### src/rtl/cpu_pkg.sv
// cpu_pkg: shared pipeline-control state encoding and parameter defaults
package cpu_pkg;
  typedef enum logic [1:0] {RUN, MEMWAIT, HALTED, ERROR} state_t;
  localparam int REG_W_DEF = 4;
  localparam int MEM_TIMEOUT_DEF = 255;
  localparam int CNT_W_DEF = 16;
endpackage

### src/rtl/hazard_detect.sv
// hazard_detect: load-use hazard compare between ID/EX load and IF/ID sources
module hazard_detect
  import cpu_pkg::*;
#(
  parameter int REG_W = REG_W_DEF
) (
  input  logic             idex_memread,
  input  logic [REG_W-1:0] idex_rd,
  input  logic [REG_W-1:0] ifid_rs,
  input  logic [REG_W-1:0] ifid_rt,
  input  logic             ifid_uses_rt,
  output logic             load_use
);
  assign load_use = idex_memread && idex_rd != '0 &&
                    (idex_rd == ifid_rs || (ifid_uses_rt && idex_rd == ifid_rt));
endmodule

### src/rtl/pipe_ctrl.sv
// pipe_ctrl: pipeline stall/flush controller with memory-wait FSM and stall counter
module pipe_ctrl
  import cpu_pkg::*;
#(
  parameter int REG_W = REG_W_DEF,
  parameter int MEM_TIMEOUT = MEM_TIMEOUT_DEF,
  parameter int CNT_W = CNT_W_DEF
) (
  input  logic             clk,
  input  logic             rst,
  input  logic             idex_memread,
  input  logic [REG_W-1:0] idex_rd,
  input  logic [REG_W-1:0] ifid_rs,
  input  logic [REG_W-1:0] ifid_rt,
  input  logic             ifid_uses_rt,
  input  logic             branch_taken,
  input  logic             exmem_memacc,
  input  logic             dmem_ready,
  input  logic             memwb_halt,
  output logic             pc_wen,
  output logic             ifid_wen,
  output logic             idex_wen,
  output logic             exmem_wen,
  output logic             memwb_wen,
  output logic             ifid_flush,
  output logic             idex_flush,
  output logic             memwb_flush,
  output logic             dmem_req,
  output logic             halted,
  output logic             err,
  output logic [CNT_W-1:0] stall_cnt
);
  localparam int WC_W = $clog2(MEM_TIMEOUT + 1);
  state_t state, next;
  logic [WC_W-1:0] wcnt;
  logic lu, active, halt_now, mstall, go;
  hazard_detect #(.REG_W(REG_W)) u_hd (
    .idex_memread(idex_memread),
    .idex_rd(idex_rd),
    .ifid_rs(ifid_rs),
    .ifid_rt(ifid_rt),
    .ifid_uses_rt(ifid_uses_rt),
    .load_use(lu)
  );
  always_comb begin
    active = state == RUN || state == MEMWAIT;
    halt_now = state == RUN && memwb_halt;
    mstall = !dmem_ready && (state == MEMWAIT || (state == RUN && exmem_memacc));
    go = active && !halt_now && !mstall && !rst;
    pc_wen = go && !lu;
    ifid_wen = go && !lu;
    idex_wen = go;
    exmem_wen = go;
    memwb_wen = go;
    ifid_flush = rst || (go && !lu && branch_taken);
    idex_flush = rst || (go && lu);
    memwb_flush = rst || (mstall && !halt_now);
    dmem_req = !rst && active && exmem_memacc;
    next = state;
    if (halt_now) next = HALTED;
    else if (mstall) next = (state == RUN) ? MEMWAIT : (wcnt == WC_W'(MEM_TIMEOUT - 1)) ? ERROR : MEMWAIT;
    else if (state == MEMWAIT) next = RUN;
  end
  // wait counter restarts every time the FSM leaves MEMWAIT
  always_ff @(posedge clk or posedge rst)
    if (rst) begin
      state <= RUN;
      wcnt <= '0;
      stall_cnt <= '0;
    end else begin
      state <= next;
      wcnt <= (state == MEMWAIT) ? wcnt + 1'b1 : '0;
      if (active && !pc_wen && !(&stall_cnt)) stall_cnt <= stall_cnt + 1'b1;
    end
  assign halted = state == HALTED;
  assign err = state == ERROR;
endmodule

### config.mk
export PLATFORM = sky130hd
export DESIGN_NAME = pipe_ctrl
export DESIGN_NICKNAME = d
export VERILOG_FILES = /design/src/rtl/cpu_pkg.sv /design/src/rtl/hazard_detect.sv /design/src/rtl/pipe_ctrl.sv
export SDC_FILE = /design/constraint.sdc
export NUM_CORES = 1
export LEC_CHECK = 0
export ABC_AREA = 1
export BUFFER_PORTS_ARGS = -buffer_cell sky130_fd_sc_hd__buf_4
export CAP_MARGIN = 10
export CORE_ASPECT_RATIO = 0.9
export CORE_MARGIN = 5
export CORE_UTILIZATION = 47
export DETAILED_ROUTE_END_ITERATION = 7
export PLACE_DENSITY = 0.8
export SYNTH_ARGS = -nofsm -noshare
export SYNTH_HDL_FRONTEND = slang
export SYNTH_SLANG_ARGS = --single-unit
### constraint.sdc
create_clock -name clk -period 1.55 [get_ports clk]
set_clock_uncertainty 0.1 [all_clocks]
set_input_delay 0.155 -clock clk [delete_from_list [all_inputs] [get_ports clk]]
set_output_delay 0.155 -clock clk [all_outputs]
set_load 0.005 [all_outputs]
# Word level (Yosys, flattened, before mapping)
# Index checks and enable logic that the tools add are counted.
[classes]
eq_ne = 6
muxes = 6
add_sub_neg = 2
reduce_logical = 34
[op_table]
columns = ["op", "n"]
rows = [
  ["logical AND 1 bit", 17],
  ["adder 16 x 1 -> 16 bit (second input constant)", 1],
  ["AND reduction 16 bit", 1],
  ["2-to-1 mux 2 bit", 5],
  ["adder 8 x 1 -> 8 bit (second input constant)", 1],
  ["== test 4 bit", 2],
  ["== test 8 bit (second input constant)", 1],
  ["2-to-1 mux 8 bit", 1],
  ["logical NOT 1 bit", 7],
  ["logical OR 1 bit", 6],
  ["== test 2 bit (second input constant)", 2],
  ["nonzero test 4 bit", 1],
  ["nonzero test 3 bit", 1],
  ["== test 2 x 1 -> 1 bit (second input constant)", 1],
  ["logical NOT 2 bit", 1],
]
[word_totals]
inputBits = 20
register_bits = 26
elab_cells = 51

# Depth between registers and ports, before layout
[depth]
depth_word = 11
ltp_mapped = 12

# Modules after synthesis
# Synthesis repeated with hierarchy kept, for this count alone.
[unflattened]
cells_unflattened = 252
area_unflattened_um2 = 1769.2
[by_module_without_submodules]
columns = ["module", "n_inst", "seq_area_each_um2", "area_each_um2", "cells_per_inst"]
rows = [
  ["pipe_ctrl", 1, 650.6, 1600.3, 212],
  ["hazard_detect", 1, 0.0, 168.9, 40],
]

# Worst setup path before layout
# OpenSTA, ideal clock, no wires.
[synth_timing]
path_type = "flip-flop to flip-flop"
start = "reg stall_cnt[0]"
end = "reg stall_cnt[14]"
path_stages_with_launch = 9
setup_ns = 0.117
synth_period_minus_slack_ns = 1.504
setup_slack_ns = 0.046
arrival_ns = 1.287
cell_sequence = "dfrtp_1 -> ha_1 -> nand3_1 -> nor2_1 -> nand3_1 -> nor3_1 -> nand3_1 -> nand2_1 -> nand2_1"
[synth_via]
elab_chain_len = 3
elab_cells_between_ends = 4
[synth_lines]
columns = ["item", "line", "rtl"]
rows = [
  ["start, declared", "pipe_ctrl.sv:31", "output logic [CNT_W-1:0] stall_cnt"],
  ["start signal, assigned", "pipe_ctrl.sv:73", "if (active && !pc_wen && !(&stall_cnt)) stall_cnt <= stall_cnt + 1'b1;"],
  ["branches (longest 3 deep; another with adder 16 x 1 -> 16 bit)", "-", ""],
]
# Several ways; the timed one is not identified.
# A chain may end at the register's enable or synchronous reset.

# Worst setup path after layout
[layout_timing]
start = "reg state[0]"
end = "out exmem_wen"
[layout_via]
elab_chain_len = 7
elab_cells_between_ends = 12
[layout_lines]
columns = ["item", "line", "rtl"]
rows = [
  ["start, declared", "pipe_ctrl.sv:34", "state_t state, next;"],
  ["start signal, assigned", "pipe_ctrl.sv:71", "state <= next;"],
  ["logical NOT 2 bit", "pipe_ctrl.sv:46, pipe_ctrl.sv:47, pipe_ctrl.sv:48", ""],
  ["logical AND 1 bit", "pipe_ctrl.sv:48", "mstall = !dmem_ready && (state == MEMWAIT || (state == RUN && exmem_memacc));"],
  ["logical OR 1 bit", "pipe_ctrl.sv:48", ""],
  ["logical AND 1 bit", "pipe_ctrl.sv:48", ""],
  ["logical NOT 1 bit", "pipe_ctrl.sv:49", "go = active && !halt_now && !mstall && !rst;"],
  ["logical AND 1 bit (*) (2 in series)", "pipe_ctrl.sv:49", ""],
  ["end, declared", "pipe_ctrl.sv:23", "output logic exmem_wen,"],
]
# Mark *: on every way between the ends. The rest lies on a longest branch, timed or not.

==> metrics.txt <==
outcome finished with violations; failing checks setup timing; vias in the first global route 1,756; max-slew violations 0; most frequent cells in the layout buf_4 (80), nand2_1 (75), inv_1 (28), dfrtp_1 (23), nor2_1 (19); cell taking the most area after synthesis dfrtp_1; Worst slew margin 0.784; Routed WL per cell 14.1 um; CP Depth 7; syn nets 269; WL final 5340 um; routed vias 1,962; CP Data Required Time 1.29 ns; die height 67.8 um; Ant. Diodes 0; Hold Violations, Final 0; first-pass GRT wire length 7680 um; Initial Util 0.477; fmax 578 MHz; top cell type's share of synthesized area 0.373; endpoints failing setup 26; Tcrit/Tclk final 1.12; Mapped Area 0.00174 sq mm; crit-path most repeated cell buf_6; syn_area_per_cell 7.09 sq um; initial antenna violation count 0; largest cells by area after synthesis dfrtp_1 (37%), nand2_1 (17%), nand4_1 (6.5%); commonest non-fill, non-tap cell in the layout buf_4; Yosys cell types 26; Worst-path clk slew 0.10 ns; RD Place Congestion 0.829; 1st-iter DRT viols 213; fraction of the yosys area taken by sequential cells 0.373; die area 0.00503 sq mm; Top FF cell, synth dfrtp_1; Async SR Flop Fraction 1.00; crit-path cells nor2_2 > nand2_2 > nand3_2 > nor2_4 > buf_4 > buf_6 > buf_6; # nets final 357; crit path kind flop to output pin; largest net degree at the start of global routing 23; cell at the slowest stage of the critical path dfrtp_1; crit path DAT 1.47 ns; CP Max Fanout 3; clk sinks 26; hpwl dp 3260 um; number of synthesized flops with an enable pin 0; Num CTS Buffers 3; DIE WIDTH 74.2 um; placed cells 356; Overall Global Routing Usage 0.196; maxcap violations 0; family with the most delay on the worst path flip-flops; synthesis-to-layout area growth 52.0%; Pre-antenna DRT Iters 4; Non-Filler Instances 379; CTS tree built; Tmin final 1.73 ns; antenna viol nets, final 0; H-Tree Depth 1; FP Rows 21; clock insertion delay at the later pin of the skew report 0.28 ns; setup TNS -2.64 ns; DR vias/cell 5.18; power density over cell area 513 mW/mm^2; Filler cells 268; Hold Path Depth 6; Hold Crit Class input port to flop; Max Buffers Root-to-Sink 2; Worst setup EP type output pin; Synth warnings 0; RSZ-0062 raised after global routing true; leakage power 1.41 nW; VDD IR max 565 uV; Tightest Pin Transition 0.321 ns; cell depth of the worst flop-to-flop path 9; # DRC 0; CP max stage delay 0.44 ns; number of buffers added on ports 46; layout cell share with drive strength beyond 1 0.378; FF+latch count, synth 26; Root Buffer clkbuf_8; Place WS -0.0234 ns; remaining global-route overflow 0; Final Worst Setup Slack -0.180 ns; Ports 47; Core Region 0.00365 sq mm; Worst setup SP type flop; Gate Count Post-Synth 246; Worst Path Buf+Inv 3
-- worst min-delay path, delay by kind of cell --
kind	cells	cell delay, ns
buffers and inverters	2	0.16
AND/OR/NAND/NOR	3	0.16
AO/OA/AOI/OAI	1	0.06
-- through the flow --
step | power, W | cell area [sq um] | hold WS [ns] | util
final | 0.00136 | 2650 | 0.200 | 0.725
after global routing | 0.00142 | 2650 | 0.251 | 0.725
after CTS | 0.00137 | 2490 | 0.157 | 0.683
after detailed placement | 0.000790 | 2280 | 0.0288 | 0.624
after global placement | 0.000788 | 2280 | 0.0206 | 0.624
after floorplan | 0.000730 | 1740 | 0.118 | -
-- cell usage after synthesis, drive strengths merged, types with 3 or more instances --
| cell | n |
|---|---|
| nand2 | 80 |
| inv | 31 |
| nor2 | 31 |
| dfrtp | 26 |
| nand4 | 19 |
| nand3 | 13 |
| xor2 | 9 |
| buf | 8 |
| nor3 | 8 |
| o21ai | 5 |
| nor3b | 4 |
| a21oi | 3 |
| ha | 3 |
-- metal layers --
| metal | part of all wire | vias up | routed length [um] | global-route usage |
|---|---|---|---|---|
| li1 | - | 957 | - | - |
| met2 | 0.48 | 83 | 2570 | 0.332 |
| met5 | 0 | - | 0 | 0 |
| met3 | 0.073 | 13 | 391 | 0.0387 |
| met4 | 0.027 | 0 | 146 | 0.0339 |
| met1 | 0.42 | 909 | 2230 | 0.263 |
-- state kept, by name, indices dropped and copies added (netlist names) --
signal     count
stall_cnt     16
wcnt           8
state          2
-- kinds of logic (layout without fill, tap and decap cells) --
logic type      Yosys count  after routing  share of synthesized area
simple gates            156            157                      0.411
buf+inv                  40            126                      0.108
flops                    26             26                      0.373
xor+xnor                 11             11                     0.0553
compound gates           10             10                     0.0316
fa+ha+maj                 3              3                     0.0215
-- power by group --
part | leakage [nW] | total, W | switching, W | internal [W]
logic | 1.02 | 0.000104 | 0.0000493 | 0.0000542
registers | 0.349 | 0.000678 | 0 | 0.000678
clock network | 0.0357 | 0.000578 | 0.000232 | 0.000346
-- path summary, 6_finish.rpt --
check	from	end	slack (ns)
min in group asynchronous	rst	state[0]$_DFFE_PP0P_	0.37
max in group asynchronous	rst	stall_cnt[3]$_DFFE_PP0P_	0.57
min reg2reg	wcnt[0]$_DFF_PP0_	wcnt[0]$_DFF_PP0_	0.39
min	dmem_ready	state[0]$_DFFE_PP0P_	0.20
max reg2reg	state[0]$_DFFE_PP0P_	state[1]$_DFFE_PP0P_	-0.14
max	state[0]$_DFFE_PP0P_	exmem_wen	-0.18
-- cell type report --
cell class / instances / area (sq um) / share of cell area
clock buffer: 3 / 41.3 / 0.0156
clock inverter: 1 / 30.0 / 0.0113
inverter: 31 / 119 / 0.0449
multi-input combinational: 181 / 1020 / 0.385
sequential: 26 / 654 / 0.247
tap: 46 / 57.6 / 0.0217
timing repair buffer: 91 / 726 / 0.274
-- timing repair --
action / in CTS / in global routing
hold endpoints to repair: 4 / 0
hold buffers: 2 / 0
pin swaps: 7 / 10
gates resized for setup: 17 / 23
setup buffers: 9 / 8
setup endpoints to repair: 24 / 26
gates cloned: 0 / 1
No activity file was read; power rests on OpenSTA's default activity.
